File: src/rtl/wb_port_arbiter_if.sv
// ---------------------------------------------------------------------------
// wb_port_arbiter_if
//   Bundles the regfile write-port arbitration signals: the MEM/WB pipeline
//   write request, the multi-cycle unit result handshake, the regfile write
//   port and the stall request to the hazard unit.
//   master : drives WB_* and mc_valid/mc_result/mc_rd_addr, observes the rest
//   slave  : the arbiter; drives mc_ready, stall_o and rf_*
// ---------------------------------------------------------------------------
interface wb_port_arbiter_if;
  logic [31:0] WB_result;
  logic [4:0]  WB_rd_addr;
  logic        WB_wen;
  logic        mc_valid;
  logic        mc_ready;
  logic [31:0] mc_result;
  logic [4:0]  mc_rd_addr;
  logic        stall_o;
  logic        rf_wen;
  logic [4:0]  rf_waddr;
  logic [31:0] rf_wdata;

  modport slave (
    input  WB_result, WB_rd_addr, WB_wen,
    input  mc_valid, mc_result, mc_rd_addr,
    output mc_ready, stall_o,
    output rf_wen, rf_waddr, rf_wdata
  );

  modport master (
    output WB_result, WB_rd_addr, WB_wen,
    output mc_valid, mc_result, mc_rd_addr,
    input  mc_ready, stall_o,
    input  rf_wen, rf_waddr, rf_wdata
  );
endinterface

File: src/rtl/wb_port_arbiter.sv
// ---------------------------------------------------------------------------
// wb_port_arbiter
//   Shares the single register-file write port between the MEM/WB pipeline
//   and a multi-cycle unit. Multi-cycle results are queued in a DEPTH-entry
//   FIFO; the pipeline has priority, and when the FIFO head has waited
//   STARVE_MAX cycles the block stalls the pipeline (stall_o) and drains.
// Ports
//   clk          clock, all state on rising edge
//   rstn         synchronous reset, active low
//   bus          wb_port_arbiter_if.slave (WB_*, mc_*, rf_*, stall_o)
//   conflict_cnt (only with WBARB_PERF_EN) saturating count of cycles in
//                which the FIFO is non-empty and the pipeline slot is used
// Configuration macro: WBARB_PERF_EN
// ---------------------------------------------------------------------------
module wb_port_arbiter #(
  parameter int DEPTH      = 2,
  parameter int STARVE_MAX = 4
) (
  input  logic               clk,
  input  logic               rstn,
`ifdef WBARB_PERF_EN
  output logic [31:0]        conflict_cnt,
`endif
  wb_port_arbiter_if.slave   bus
);

  localparam int AW = $clog2(DEPTH);
  localparam int CW = AW + 1;
  localparam int SW = $clog2(STARVE_MAX + 1);

  typedef enum logic [1:0] {IDLE, PEND, FORCE} state_t;

  state_t          state_q, state_d;
  logic [SW-1:0]   starve_q, starve_d;
  logic [AW-1:0]   wr_ptr_q, rd_ptr_q;
  logic [CW-1:0]   count_q;
  logic [4:0]      mem_addr_q [DEPTH];
  logic [31:0]     mem_data_q [DEPTH];

  logic full, empty, slot_used, push, pop, grant_fifo;

  assign full      = (count_q == CW'(DEPTH));
  assign empty     = (count_q == '0);
  assign slot_used = bus.WB_wen && (bus.WB_rd_addr != 5'd0);

  assign bus.mc_ready = rstn && !full;
  // x0 results are acknowledged but never stored, so they cost no slot
  assign push = bus.mc_valid && bus.mc_ready && (bus.mc_rd_addr != 5'd0);

  // Next-state / grant decode
  always_comb begin
    state_d    = state_q;
    starve_d   = starve_q;
    pop        = 1'b0;
    grant_fifo = 1'b0;
    case (state_q)
      IDLE: begin
        if (push) state_d = PEND;
      end
      PEND: begin
        if (slot_used) begin
          starve_d = starve_q + 1'b1;
          // this cycle is the STARVE_MAX-th ungranted one
          if (starve_q >= SW'(STARVE_MAX - 1)) state_d = FORCE;
        end else begin
          pop        = 1'b1;
          grant_fifo = 1'b1;
          starve_d   = '0;
          if (count_q == CW'(1) && !push) state_d = IDLE;
        end
      end
      FORCE: begin
        pop        = 1'b1;
        grant_fifo = 1'b1;
        if (count_q == CW'(1) && !push) begin
          state_d  = IDLE;
          starve_d = '0;
        end
      end
      default: state_d = IDLE;
    endcase
  end

  // Write port mux: the write lands at the same edge as the grant
  always_comb begin
    bus.rf_wen   = 1'b0;
    bus.rf_waddr = 5'd0;
    bus.rf_wdata = 32'd0;
    if (rstn) begin
      if (grant_fifo) begin
        bus.rf_wen   = 1'b1;
        bus.rf_waddr = mem_addr_q[rd_ptr_q];
        bus.rf_wdata = mem_data_q[rd_ptr_q];
      end else if (slot_used) begin
        bus.rf_wen   = 1'b1;
        bus.rf_waddr = bus.WB_rd_addr;
        bus.rf_wdata = bus.WB_result;
      end
    end
  end

  assign bus.stall_o = rstn && (state_q == FORCE);

  // Control state
  always_ff @(posedge clk) begin
    if (!rstn) begin
      state_q  <= IDLE;
      starve_q <= '0;
      wr_ptr_q <= '0;
      rd_ptr_q <= '0;
      count_q  <= '0;
    end else begin
      state_q  <= state_d;
      starve_q <= starve_d;
      if (push) wr_ptr_q <= wr_ptr_q + 1'b1;
      if (pop)  rd_ptr_q <= rd_ptr_q + 1'b1;
      case ({push, pop})
        2'b10:   count_q <= count_q + 1'b1;
        2'b01:   count_q <= count_q - 1'b1;
        default: count_q <= count_q;
      endcase
    end
  end

  // FIFO storage (data only, no reset needed)
  always_ff @(posedge clk) begin
    if (push) begin
      mem_addr_q[wr_ptr_q] <= bus.mc_rd_addr;
      mem_data_q[wr_ptr_q] <= bus.mc_result;
    end
  end

`ifdef WBARB_PERF_EN
  always_ff @(posedge clk) begin
    if (!rstn) begin
      conflict_cnt <= '0;
    end else if (!empty && slot_used && (conflict_cnt != 32'hFFFF_FFFF)) begin
      conflict_cnt <= conflict_cnt + 32'd1;
    end
  end
`endif

endmodule
File: src/flat_wrapper.sv
// flat-port wrapper written by rule: the top's interface ports become plain ports
module wb_port_arbiter_flat 
#(
  parameter int DEPTH      = 2,
  parameter int STARVE_MAX = 4
)
  (clk, rstn, bus_WB_result, bus_WB_rd_addr, bus_WB_wen, bus_mc_valid, bus_mc_result, bus_mc_rd_addr, bus_mc_ready, bus_stall_o, bus_rf_wen, bus_rf_waddr, bus_rf_wdata);
  wb_port_arbiter_if bus_i ();
  input  logic clk;
  input  logic rstn;
  input wire logic [$bits(bus_i.WB_result)-1:0] bus_WB_result;
  input wire logic [$bits(bus_i.WB_rd_addr)-1:0] bus_WB_rd_addr;
  input wire logic [$bits(bus_i.WB_wen)-1:0] bus_WB_wen;
  input wire logic [$bits(bus_i.mc_valid)-1:0] bus_mc_valid;
  input wire logic [$bits(bus_i.mc_result)-1:0] bus_mc_result;
  input wire logic [$bits(bus_i.mc_rd_addr)-1:0] bus_mc_rd_addr;
  output wire logic [$bits(bus_i.mc_ready)-1:0] bus_mc_ready;
  output wire logic [$bits(bus_i.stall_o)-1:0] bus_stall_o;
  output wire logic [$bits(bus_i.rf_wen)-1:0] bus_rf_wen;
  output wire logic [$bits(bus_i.rf_waddr)-1:0] bus_rf_waddr;
  output wire logic [$bits(bus_i.rf_wdata)-1:0] bus_rf_wdata;
  assign bus_i.WB_result = bus_WB_result;
  assign bus_i.WB_rd_addr = bus_WB_rd_addr;
  assign bus_i.WB_wen = bus_WB_wen;
  assign bus_i.mc_valid = bus_mc_valid;
  assign bus_i.mc_result = bus_mc_result;
  assign bus_i.mc_rd_addr = bus_mc_rd_addr;
  assign bus_mc_ready = bus_i.mc_ready;
  assign bus_stall_o = bus_i.stall_o;
  assign bus_rf_wen = bus_i.rf_wen;
  assign bus_rf_waddr = bus_i.rf_waddr;
  assign bus_rf_wdata = bus_i.rf_wdata;
  wb_port_arbiter #(.DEPTH(DEPTH), .STARVE_MAX(STARVE_MAX)) u_core (.clk(clk), .rstn(rstn), .bus(bus_i));
endmodule
File: config.mk
export PLATFORM = sky130hd
export DESIGN_NAME = wb_port_arbiter_flat
export DESIGN_NICKNAME = d
export VERILOG_FILES = /design/src/rtl/wb_port_arbiter_if.sv /design/src/rtl/wb_port_arbiter.sv /design/src/flat_wrapper.sv
export SDC_FILE = /design/constraint.sdc
export NUM_CORES = 1
export LEC_CHECK = 0
export CAP_MARGIN = 20
export CELL_PAD_IN_SITES_DETAIL_PLACEMENT = 0
export CELL_PAD_IN_SITES_GLOBAL_PLACEMENT = 2
export CORE_ASPECT_RATIO = 1.1
export CORE_MARGIN = 10
export CORE_UTILIZATION = 28
export CTS_CLUSTER_SIZE = 8
export DETAILED_ROUTE_END_ITERATION = 12
export PLACE_DENSITY_LB_ADDON = 0.1
export SYNTH_ARGS = -nofsm -noshare
export SYNTH_HDL_FRONTEND = slang
export SYNTH_SLANG_ARGS = --single-unit
File: constraint.sdc
create_clock -name clk -period 3.8 [get_ports clk]
set_clock_uncertainty 0.05 [all_clocks]
set_input_delay 1.14 -clock clk [delete_from_list [all_inputs] [get_ports clk]]
set_output_delay 1.14 -clock clk [all_outputs]
set_load 0.02 [all_outputs]
==> results of run 1 <==
## metal layers
metal | vias up | track usage [%] | share of wire (%)
met2 | 77 | 18.0 | 49
met4 | 0 | 4.22 | 1.3
met1 | 1332 | 13.2 | 43
met5 | - | 0 | 0
li1 | 1367 | - | -
met3 | 9 | 4.14 | 6.7
## logic make-up after synthesis
| group | after synthesis | share of synthesized area, % |
|---|---|---|
| flip-flops | 84 | 62.8 |
| AND/OR/NAND/NOR | 63 | 6.84 |
| AO/OA/AOI/OAI | 53 | 12.7 |
| multiplexers | 39 | 10.2 |
| buffers and inverters | 29 | 3.70 |
| adder cells (fa/ha/maj) | 9 | 2.92 |
| XOR/XNOR | 4 | 0.908 |
## cells in the final DEF, fill, tap and decap left out, types with 12 or more instances in the layout
cell / count
buf_12: 13
mux2i_1: 36
buf_4: 66
a211oi_4: 23
clkdlybuf4s50_1: 73
inv_1: 12
nor2_4: 20
edfxtp_1: 74
nor2_1: 13
nor2_2: 13
buf_6: 12
a211oi_2: 13
## through the flow
stage	instances	instance area, um2	setup WS (ns)
after global placement	603	6010	-1.21
final	636	6530	-0.362
after floorplan	281	4290	-0.341
after detailed placement	603	6010	-1.20
after global routing	636	6530	-0.416
after CTS	634	6510	-0.390
## area by class of cell
type / count / area [um2]
fill: 1202 / 6850
sequential: 84 / 2420
multi-input combinational: 168 / 1780
timing repair buffer: 173 / 1720
tap: 184 / 230
clock buffer: 9 / 225
clock inverter: 6 / 104
inverter: 12 / 45.0
## worst max path at each step
stage                       from  cells after the start                       to
3_5_place_dp   bus_WB_rd_addr[1]                      9         bus_rf_wdata[24]
6_report       bus_WB_rd_addr[1]                     10         bus_rf_wdata[24]
3_3_place_gp   bus_WB_rd_addr[0]                      8          bus_rf_wdata[2]
2_1_floorplan               rstn                      4  u_core.mem_addr_q[0][0]
5_1_grt        bus_WB_rd_addr[1]                      9          bus_rf_wdata[9]
4_1_cts        bus_WB_rd_addr[3]                     10         bus_rf_wdata[26]
## state kept, by name, indices dropped and copies added, names as in the netlist, named ones only
name,flops
u_core.state_q,2
u_core.count_q,2
u_core.mem_addr_q,10
u_core.wr_ptr_q,1
u_core.mem_data_q,64
u_core.rd_ptr_q,1
u_core.starve_q,3
## critical path, stage by stage
cell,delay (ns)
buf_6,0.10
or4_4,0.52
or2_4,0.25
a31oi_4,0.22
buf_12,0.17
buf_12,0.12
buf_16,0.11
nor2_2,0.04
a211oi_4,0.16
buf_6,0.14
## power groups by stage
stage,combinational (mW),sequential [mW],clock (mW)
floorplan,0.501,1.11,0
global placement,0.836,1.12,0
detailed placement,0.835,1.12,0
CTS,0.906,1.10,0.993
global route,0.964,1.11,1.03
finish,0.892,1.10,0.964
## repair_timing
item,4_1_cts,5_1_grt
buffers inserted,14,3
hold buffers,0,0
gates resized for setup,221,9
pin swaps,10,5
setup endpoints to repair,40,38
cloned,2,0
==> impl_results.md, run 1 <==
- Synth cell types: 33
- TritonCTS clock tree: built
- Failing checks: setup timing
- GRT Overall Usage: 11.1%
- Util after Layout: about half
- Vias/cell: 4.38
- Avg Synthesized Cell Area: 13.7 um2
- Most frequent cell after synthesis: edfxtp_1
- Clock power frac: 32.6%
- Critical Path Start Type: input pin
- Hold path cells: 1
- Reg2reg path depth: 14
- Max Cap Viol: 0
- Synth area leader: edfxtp_1
- Yosys warnings: 0
- CP Data Required Time: 2.61 ns
- Worst r2r src: u_core.state_q[0]
- Setup TNS: -12.05 ns
- DR iter-0 viols: ~110
- First-pass GRT wire length: ~16 mm
- Clk sinks: 84
- Total CTS buffers: 9
- Antenna violations before repair: 0
- R2R setup slack: 1.35 ns
- Clk_lat worst skew: between 0.3 and 0.4 ns
- P per Cell Area: between 400 and 500 nW/um2
- Period minus WS final: 4.16 ns
- Leakage: 2.27 nW
- Yosys reg bits: 84
- Fmax: 240 MHz
- Tcrit/Tclk final: 110%
- Via Count: 2785
- Total Power: around 3.0 mW
- DIE AREA: 18900 um2
- DRC viols: 0
- PortBufs: 117
- Top cell type's share of synthesized area: 57.6%
- RSZ-0062 raised after global routing: true
- HP Start: u_core.starve_q[2]
- CP Capture Type: output port
- Area Overhead vs Synth: 69.2%
- CP arrival: a little under 3 ns
- Initial core utilization: 28.9%
- Worst Hold Slack: approximately 0.45 ns
- Overflow after GRT: 0
- Seq/Total Area, Yosys: between 60% and 70%
- Setup WS post-layout: -0.362 ns
- Largest net degree at the start of global routing: 31
- H-Tree Depth: 3
- Post-Syn Nets: 368
- RR Endpoint: u_core.count_q[1]
- Worst Path Max Fanout: 7
- Gpl congestion: 0.751
- Die width: approximately 130 um
- Pre-antenna DRT Iters: 4
- Placement row count: 44
- Comb pwr share: about 30%
- Most frequent cells after synthesis: edfxtp_1, nor2_1, mux2i_1
- Outcome: finished with violations
- Top post-synthesis cells by area: edfxtp_1, mux2i_1, a211oi_2
- I/O pin cnt: 118
- Die height: approximately 140 um
- DP Wirelength: 7.48 mm
- Ys async rst share: 0%
- Seq pwr share: 37.2%
- Slew margin rel.: 73.8%
- Worst-path clk slew: approximately 0.060 ns
- Slew of the pin with the lowest slew margin: 0.392 ns
- # setup viols final: 37
- Vias in the first global route: 2966
- Internal: 2.14 mW
- Final number of hold-violating endpoints: 0
- Final ANT Viol Nets: 0
- Share of cells above drive strength 1: approximately 43%
- Maximum VDD drop: 192 uV
- Sw Pwr: 0.814 mW
- Wire per inst: between 15 and 20 um
- Root cell of the clock tree: clkbuf_16
- CP Class: input pin to output port
- Main synth FF type: edfxtp_1
- Hold EP: u_core.starve_q[2]
- CTS max path bufs: 2
- Mapped Area: 3860 um2
- EDFF count, synth: 74
- Diode count: 0
- Worst Hold Class: register to register
- Pins Over Slew Limit: 0
- Switch share: around 28%
- Syn Inst Count: 281
- Layout net count: 535
- Core Box Area: 13400 um2
- DRT Wirelength: 10.3 mm
(Power assumes the default switching activity.)
==> run 2: changes to the inputs <==
- CTS_CLUSTER_SIZE: 8 -> 24
==> results of run 2 <==
Final layout, timing and power as in run 1 (identical DEF).
